### config.mk
export PLATFORM = sky130hd
export DESIGN_NAME = div32_seq
export DESIGN_NICKNAME = d
export VERILOG_FILES = /design/src/rtl/div32_seq.sv
export SDC_FILE = /design/constraint.sdc
export NUM_CORES = 1
export LEC_CHECK = 0
export ABC_AREA = 1
export BUFFER_PORTS_ARGS = -buffer_cell sky130_fd_sc_hd__buf_2
export CAP_MARGIN = 10
export CORE_MARGIN = 2
export CORE_UTILIZATION = 55
export DETAILED_ROUTE_END_ITERATION = 10
export PLACE_DENSITY = 0.81
export SLEW_MARGIN = 10
export SYNTH_ARGS = -nofsm -noshare
export SYNTH_HDL_FRONTEND = slang
export SYNTH_SLANG_ARGS = --single-unit
### constraint.sdc
create_clock -name clk_in -period 3.8 [get_ports clk_in]
set_input_delay 0.38 -clock clk_in [delete_from_list [all_inputs] [get_ports clk_in]]
set_output_delay 0.38 -clock clk_in [all_outputs]
set_load 0.01 [all_outputs]
### src/rtl/div32_seq.sv
// Sequential unsigned divider: restoring division, one quotient bit per clock, MSB first.
// A zero divisor skips the iterations and completes on the next cycle with dz_o set.
module div32_seq #(
  parameter int WIDTH = 32
) (
  input  logic             clk_in,
  input  logic             rst_in,
  input  logic             start_in,
  input  logic [WIDTH-1:0] a_in,
  input  logic [WIDTH-1:0] b_in,
  output logic             busy_o,
  output logic             done_o,
  output logic [WIDTH-1:0] quo_o,
  output logic [WIDTH-1:0] rem_o,
  output logic             dz_o
);

  localparam int CW = $clog2(WIDTH) + 1;

  typedef enum logic [1:0] {IDLE, BUSY, DONE} state_t;

  state_t           state_reg, state_next;
  logic [CW-1:0]    cnt_reg;
  logic [WIDTH-1:0] prem_reg;   // partial remainder between iterations (always < divisor)
  logic [WIDTH-1:0] dvd_reg;    // dividend bits shift out the top, quotient bits shift in the bottom
  logic [WIDTH-1:0] dsr_reg;

  logic             accept;
  logic             last_iter;
  logic [WIDTH:0]   prem_wide;
  logic [WIDTH:0]   trial;
  logic             q_bit;
  logic [WIDTH-1:0] prem_next;

  assign accept    = start_in && (state_reg == IDLE);
  assign last_iter = (cnt_reg == CW'(WIDTH - 1));

  // Trial subtraction on the WIDTH+1-bit shifted remainder; the top bit of the result is its sign.
  assign prem_wide = {prem_reg, dvd_reg[WIDTH-1]};
  assign trial     = prem_wide - {1'b0, dsr_reg};
  assign q_bit     = ~trial[WIDTH];
  assign prem_next = q_bit ? trial[WIDTH-1:0] : prem_wide[WIDTH-1:0];

  always_ff @(posedge clk_in) begin
    if (rst_in) begin
      state_reg <= IDLE;
    end else begin
      state_reg <= state_next;
    end
  end

  always_comb begin
    state_next = state_reg;
    busy_o     = (state_reg != IDLE);
    done_o     = (state_reg == DONE);
    case (state_reg)
      IDLE: begin
        if (accept) begin
          state_next = (b_in == '0) ? DONE : BUSY;
        end
      end
      BUSY: begin
        if (last_iter) begin
          state_next = DONE;
        end
      end
      DONE:    state_next = IDLE;
      default: state_next = IDLE;
    endcase
  end

  always_ff @(posedge clk_in) begin
    if (rst_in) begin
      cnt_reg  <= '0;
      prem_reg <= '0;
      dvd_reg  <= '0;
      dsr_reg  <= '0;
      quo_o    <= '0;
      rem_o    <= '0;
      dz_o     <= 1'b0;
    end else begin
      case (state_reg)
        IDLE: begin
          if (accept && (b_in != '0)) begin
            cnt_reg  <= '0;
            prem_reg <= '0;
            dvd_reg  <= a_in;
            dsr_reg  <= b_in;
          end else if (accept) begin
            quo_o <= '1;
            rem_o <= a_in;
            dz_o  <= 1'b1;
          end
        end
        BUSY: begin
          cnt_reg  <= cnt_reg + 1'b1;
          prem_reg <= prem_next;
          dvd_reg  <= {dvd_reg[WIDTH-2:0], q_bit};
          if (last_iter) begin
            quo_o <= {dvd_reg[WIDTH-2:0], q_bit};
            rem_o <= prem_next;
            dz_o  <= 1'b0;
          end
        end
        default: begin
        end
      endcase
    end
  end

endmodule
Yosys cells after proc, flatten, opt, wreduce, memory -nomap -nowiden

Cells that the tools add are included.

Register bits: 169
Output and inout bits: 67

Add/subtract/negate cells: 2
Equal/unequal tests: 7
Multiplexer cells: 23
Bitwise logic cells: 1
Reductions and logical operators: 11

Operator list:

| operator            | count |
|---|---|
| $mux 32             | 9 |
| $pmux 32 s2         | 4 |
| $sub 33x32->33      | 1 |
| $logic_not 32->1    | 1 |
| $reduce_bool 32->1  | 1 |
| $pmux 6 s2          | 1 |
| $add 6x1->6 const B | 1 |
| $eq 6x5->1 const B  | 1 |
| $mux 2              | 3 |
| $mux 6              | 1 |
| $ne 2x2->1 const B  | 3 |
| $reduce_and 2->1    | 3 |
| $pmux 2 s2          | 1 |
| $reduce_and 4->1    | 1 |
| $reduce_bool 2->1   | 2 |
| $mux 1              | 3 |
| $eq 2x1->1 const B  | 1 |
| $eq 2x2->1 const B  | 1 |
| $logic_and 1x1->1   | 2 |
| $logic_not 2->1     | 1 |
| $ne 2x1->1 const B  | 1 |
| $pmux 1 s2          | 1 |
| $not 1->1           | 1 |

Longest topological paths before layout

Word-level depth: 5
Depth in mapped cells: 19
Depth with buffers taken out: 18

Worst setup path before layout

OpenSTA, ideal clock, no wires.

Path kind: register to register
Start point: register dvd_reg[31]
End point: register prem_reg[28]
Setup time: 109 ps
Arrival time: 2080 ps
Data required time: 3691 ps
Path slack: 1611 ps
Stages on the path, launching flop included: 19
Path buffers: 1
Clock period less this slack: 2189 ps
Cells stage by stage: dfxtp_1 > inv_1 > ha_1 > fa_1 > inv_1 > nand2_1 > nand2_1 > nand3_1 > nand2_1 > nand2_1 > nand2_1 > nand2_2 > nand3_1 > nand2_4 > buf_4 > nand3_1 > nand3_1 > nand2_1 > inv_1

Word-level cells in the longest chain between the ends: 3

RTL lines:

| element                | RTL line | text |
|---|---|---|
| from (decl)            | 25       | `logic [WIDTH-1:0] dvd_reg;` |
| from (signal assigned) | 87       | `dvd_reg <= a_in;` |
| from (signal assigned) | 98       | `dvd_reg <= {dvd_reg[WIDTH-2:0], q_bit};` |
| $sub 33x32->33         | 40       | `assign trial = prem_wide - {1'b0, dsr_reg};` |
| $mux 32                | 42       | `assign prem_next = q_bit ? trial[WIDTH-1:0] : prem_wide[WIDTH-1:0];` |
| $pmux 32 s2            | 82       | `case (state_reg)` |
| to (signal assigned)   | 97       | `prem_reg <= prem_next;` |
| to (decl)              | 24       | `logic [WIDTH-1:0] prem_reg;` |

Every way passes these cells.
A chain may end at the register's enable or synchronous reset.

Worst setup path after layout

Start point: register state_reg[1]
End point: register rem_o[20]

Word-level cells in the longest chain between the ends: 5

RTL lines:

| element                    | RTL line | text |
|---|---|---|
| from (decl)                | 22       | `state_t state_reg, state_next;` |
| from (signal assigned)     | 48       | `state_reg <= state_next;` |
| $logic_not 2->1            | 35, 82   |  |
| $logic_and 1x1->1          | 35       | `assign accept = start_in && (state_reg == IDLE);` |
| $logic_and 1x1->1          | 84       | `if (accept && (b_in != '0)) begin` |
| $ne 2x2->1 (no line)       | --       |  |
| $reduce_and 4->1 (no line) | --       |  |
| to (signal assigned)       | 91       | `rem_o <= a_in;` |
| to (signal assigned)       | 101      | `rem_o <= prem_next;` |
| to (decl)                  | 14       | `output logic [WIDTH-1:0] rem_o,` |

Several ways; a longest one is shown, not always the timed one.

==> metrics.txt <==
Async SR Flop Fraction=0%; pin count of the biggest net entering global routing=between 100 and 150; Setup crit start kind=register; final net count=1,813; Yosys warnings=0; Synth Area per Inst=6.15 µm²; status=completed; H-tree levels=4; ANT nets after route=0; Lkg Pwr=6.35 nW; Net Count, Synth=1,720; critical path fanouts, max=33; critical path type=register to register; cts repair resizes=0; Pre-antenna DRT Iters=6; first-pass GRT wire length=45,000 µm; Remaining DRCs=0; Routed WL=27,700 µm; Max rail drop VDD=0.467 mV; CTS tree=done; CTS Buf Count=17; number of synthesized flops with an enable pin=0; unrepaired setup endpoints after global routing=false; commonest non-fill, non-tap cell in the layout=nand2_1; actual slew at the worst max-slew pin=1190 ps; Die X=139 µm; vias in the first global route=just over 9k; CP required=4180 ps; Final min period=2940 ps; total setup buffers inserted after CTS=0; clock buffer depth=2; final instance area=11,300 µm²; Post-synth top flop=dfxtp_1; worst setup slack after layout=862 ps; Clock Sinks=169; worst slack, placed=558 ps; Mapped Area=9960 µm²; Starting Density=55.9%; Pins Over Slew Limit=0; dpl hpwl=around 20,000 µm; Hold Crit Class=input port to register; Cell Chain, Critical Path=nor2_4, inv_2, nor3_2, inv_2, nand2_1, nand2_1, nor2_1, nand3_1, nand2_1, inv_1; sequential share of the synthesized area=34.0%; final hold violation count=0; total number of vias=between 10k and 15k; fin crit share=77.3%; final setup violation count=0; Port Buf Inserts=roughly 130; core area=17,800 µm²; drt wl/cell=14.2 µm; Initial DRC Count=between 800 and 900; vias per cell=between 5 and 6; area delta synth->final=13.1%; routability cong.=0.987; Hold-fix buffers, CTS=0; Worst path most repeated cell=nand2_1; Max Freq=340 MHz; critical path's largest stage delay=920 ps; Fin Setup TNS=0 ps; Worst-Skew Late Latency=around 440 ps; Non-Filler Instances=1,954; I/O Pins=134; total track usage=28.5%; Total Die Area=slightly below 20,000 µm²; row count=49; clk slew on worst S/H paths=70 ps; MaxCap Viol Count=0; Critical Path End Type=register; critical path's slowest cell=nand2_1; diode count=0; CP arrival=between 3000 and 4000 ps; Placed Area=10,700 µm²; initial antenna violation count=0; flop and latch count out of synthesis=between 150 and 200; share of post-route cells with drive strength above 1=12.3%; most frequent cells in the layout=nand2_1 (432), inv_1 (278), nor2_1 (222), dfxtp_1 (169), nand3_1 (152); slew margin rel.=about 21%; placed instance count=1,922; grt total ovfl=0; root buffer cell=clkbuf_16; number of different library cells in the post-synthesis netlist=38; Setup Skew=8.90 ps; Pwr Total=4.80 mW; Die Y=139 µm; Mapped Cells=1,619; PwrDens=about 430 nW/µm²
-- kinds of logic after synthesis --
logic type / share of synthesized area [%]
AND/OR/NAND/NOR: 36.0
buffers and inverters: 14.2
AO/OA/AOI/OAI: 10.2
flip-flops: 34.0
adder cells (fa/ha/maj): 4.34
XOR/XNOR: 1.32
-- synth_stat cells, types with 4 or more instances --
library cell    n  share of area (%)
a21oi_1        62                3.1
a22oi_1         6               0.45
a31oi_1        26                1.6
and2_1          4               0.25
buf_1           6               0.23
buf_2          10               0.50
buf_4           4               0.30
buf_6           6               0.68
clkbuf_1       40                1.5
dfxtp_1       169                 34
ha_1           33                4.1
inv_1         279                 11
inv_2           8               0.30
nand2_1       432                 16
nand2_2         5               0.31
nand3_1       152                7.6
nand3_2        10                1.0
nand4_1         7               0.44
nor2_1        222                8.4
nor2_2          7               0.44
nor3_1          4               0.20
nor4_1          4               0.25
o21ai_0        74                3.7
o21ai_1        18               0.90
xor2_1         14                1.2
-- final timing paths --
check,slack [ps],start,endpoint,depth (start not counted)
min,240,b_in[21],dsr_reg[21]$_SDFFE_PP0P_,3
max reg2reg,860,state_reg[1]$_SDFFE_PP0P_,rem_o[20]$_SDFFE_PP0P_,10
min reg2reg,460,cnt_reg[4]$_SDFFE_PP0P_,cnt_reg[4]$_SDFFE_PP0P_,2
max,860,state_reg[1]$_SDFFE_PP0P_,rem_o[20]$_SDFFE_PP0P_,10
-- stage by stage --
stage / hold WS (ps) / util (%)
2_1_floorplan: 433 / -
3_3_place_gp: 444 / 59.8
3_5_place_dp: 450 / 59.8
4_1_cts: 231 / 63.2
5_1_grt: 238 / 63.2
6_report: 236 / 63.2
-- worst max-delay path: cells and delay by family (launching register included) --
family,cells,cell delay [ps]
AND/OR/NAND/NOR,7,1600
flip-flops,1,390
buffers and inverters,3,880
-- metal layers --
layer	vias up	GRT usage, %	share of wire, %
li1	5197	-	-
met1	4538	36.7	44
met2	327	48.8	47
met3	49	3.52	5.6
met4	0	11.2	3.6
met5	-	0	0
-- layout make-up --
type                    count  area, µm²
repair buffers            141        738
clock inverters            15        179
flip-flops and latches    169       3380
fillers                  1680       6570
well taps                 229        287
clock buffers              17        425
inverters                 287       1080
multi-input cells        1096       5180
-- power breakdown --
part | leakage [nW] | internal [mW] | switching [mW]
clock | 0.287 | 0.892 | 0.869
combinational | 4.67 | 0.333 | 0.707
sequential | 1.39 | 1.91 | 0.0825
Power figures use the tool's default switching activity.
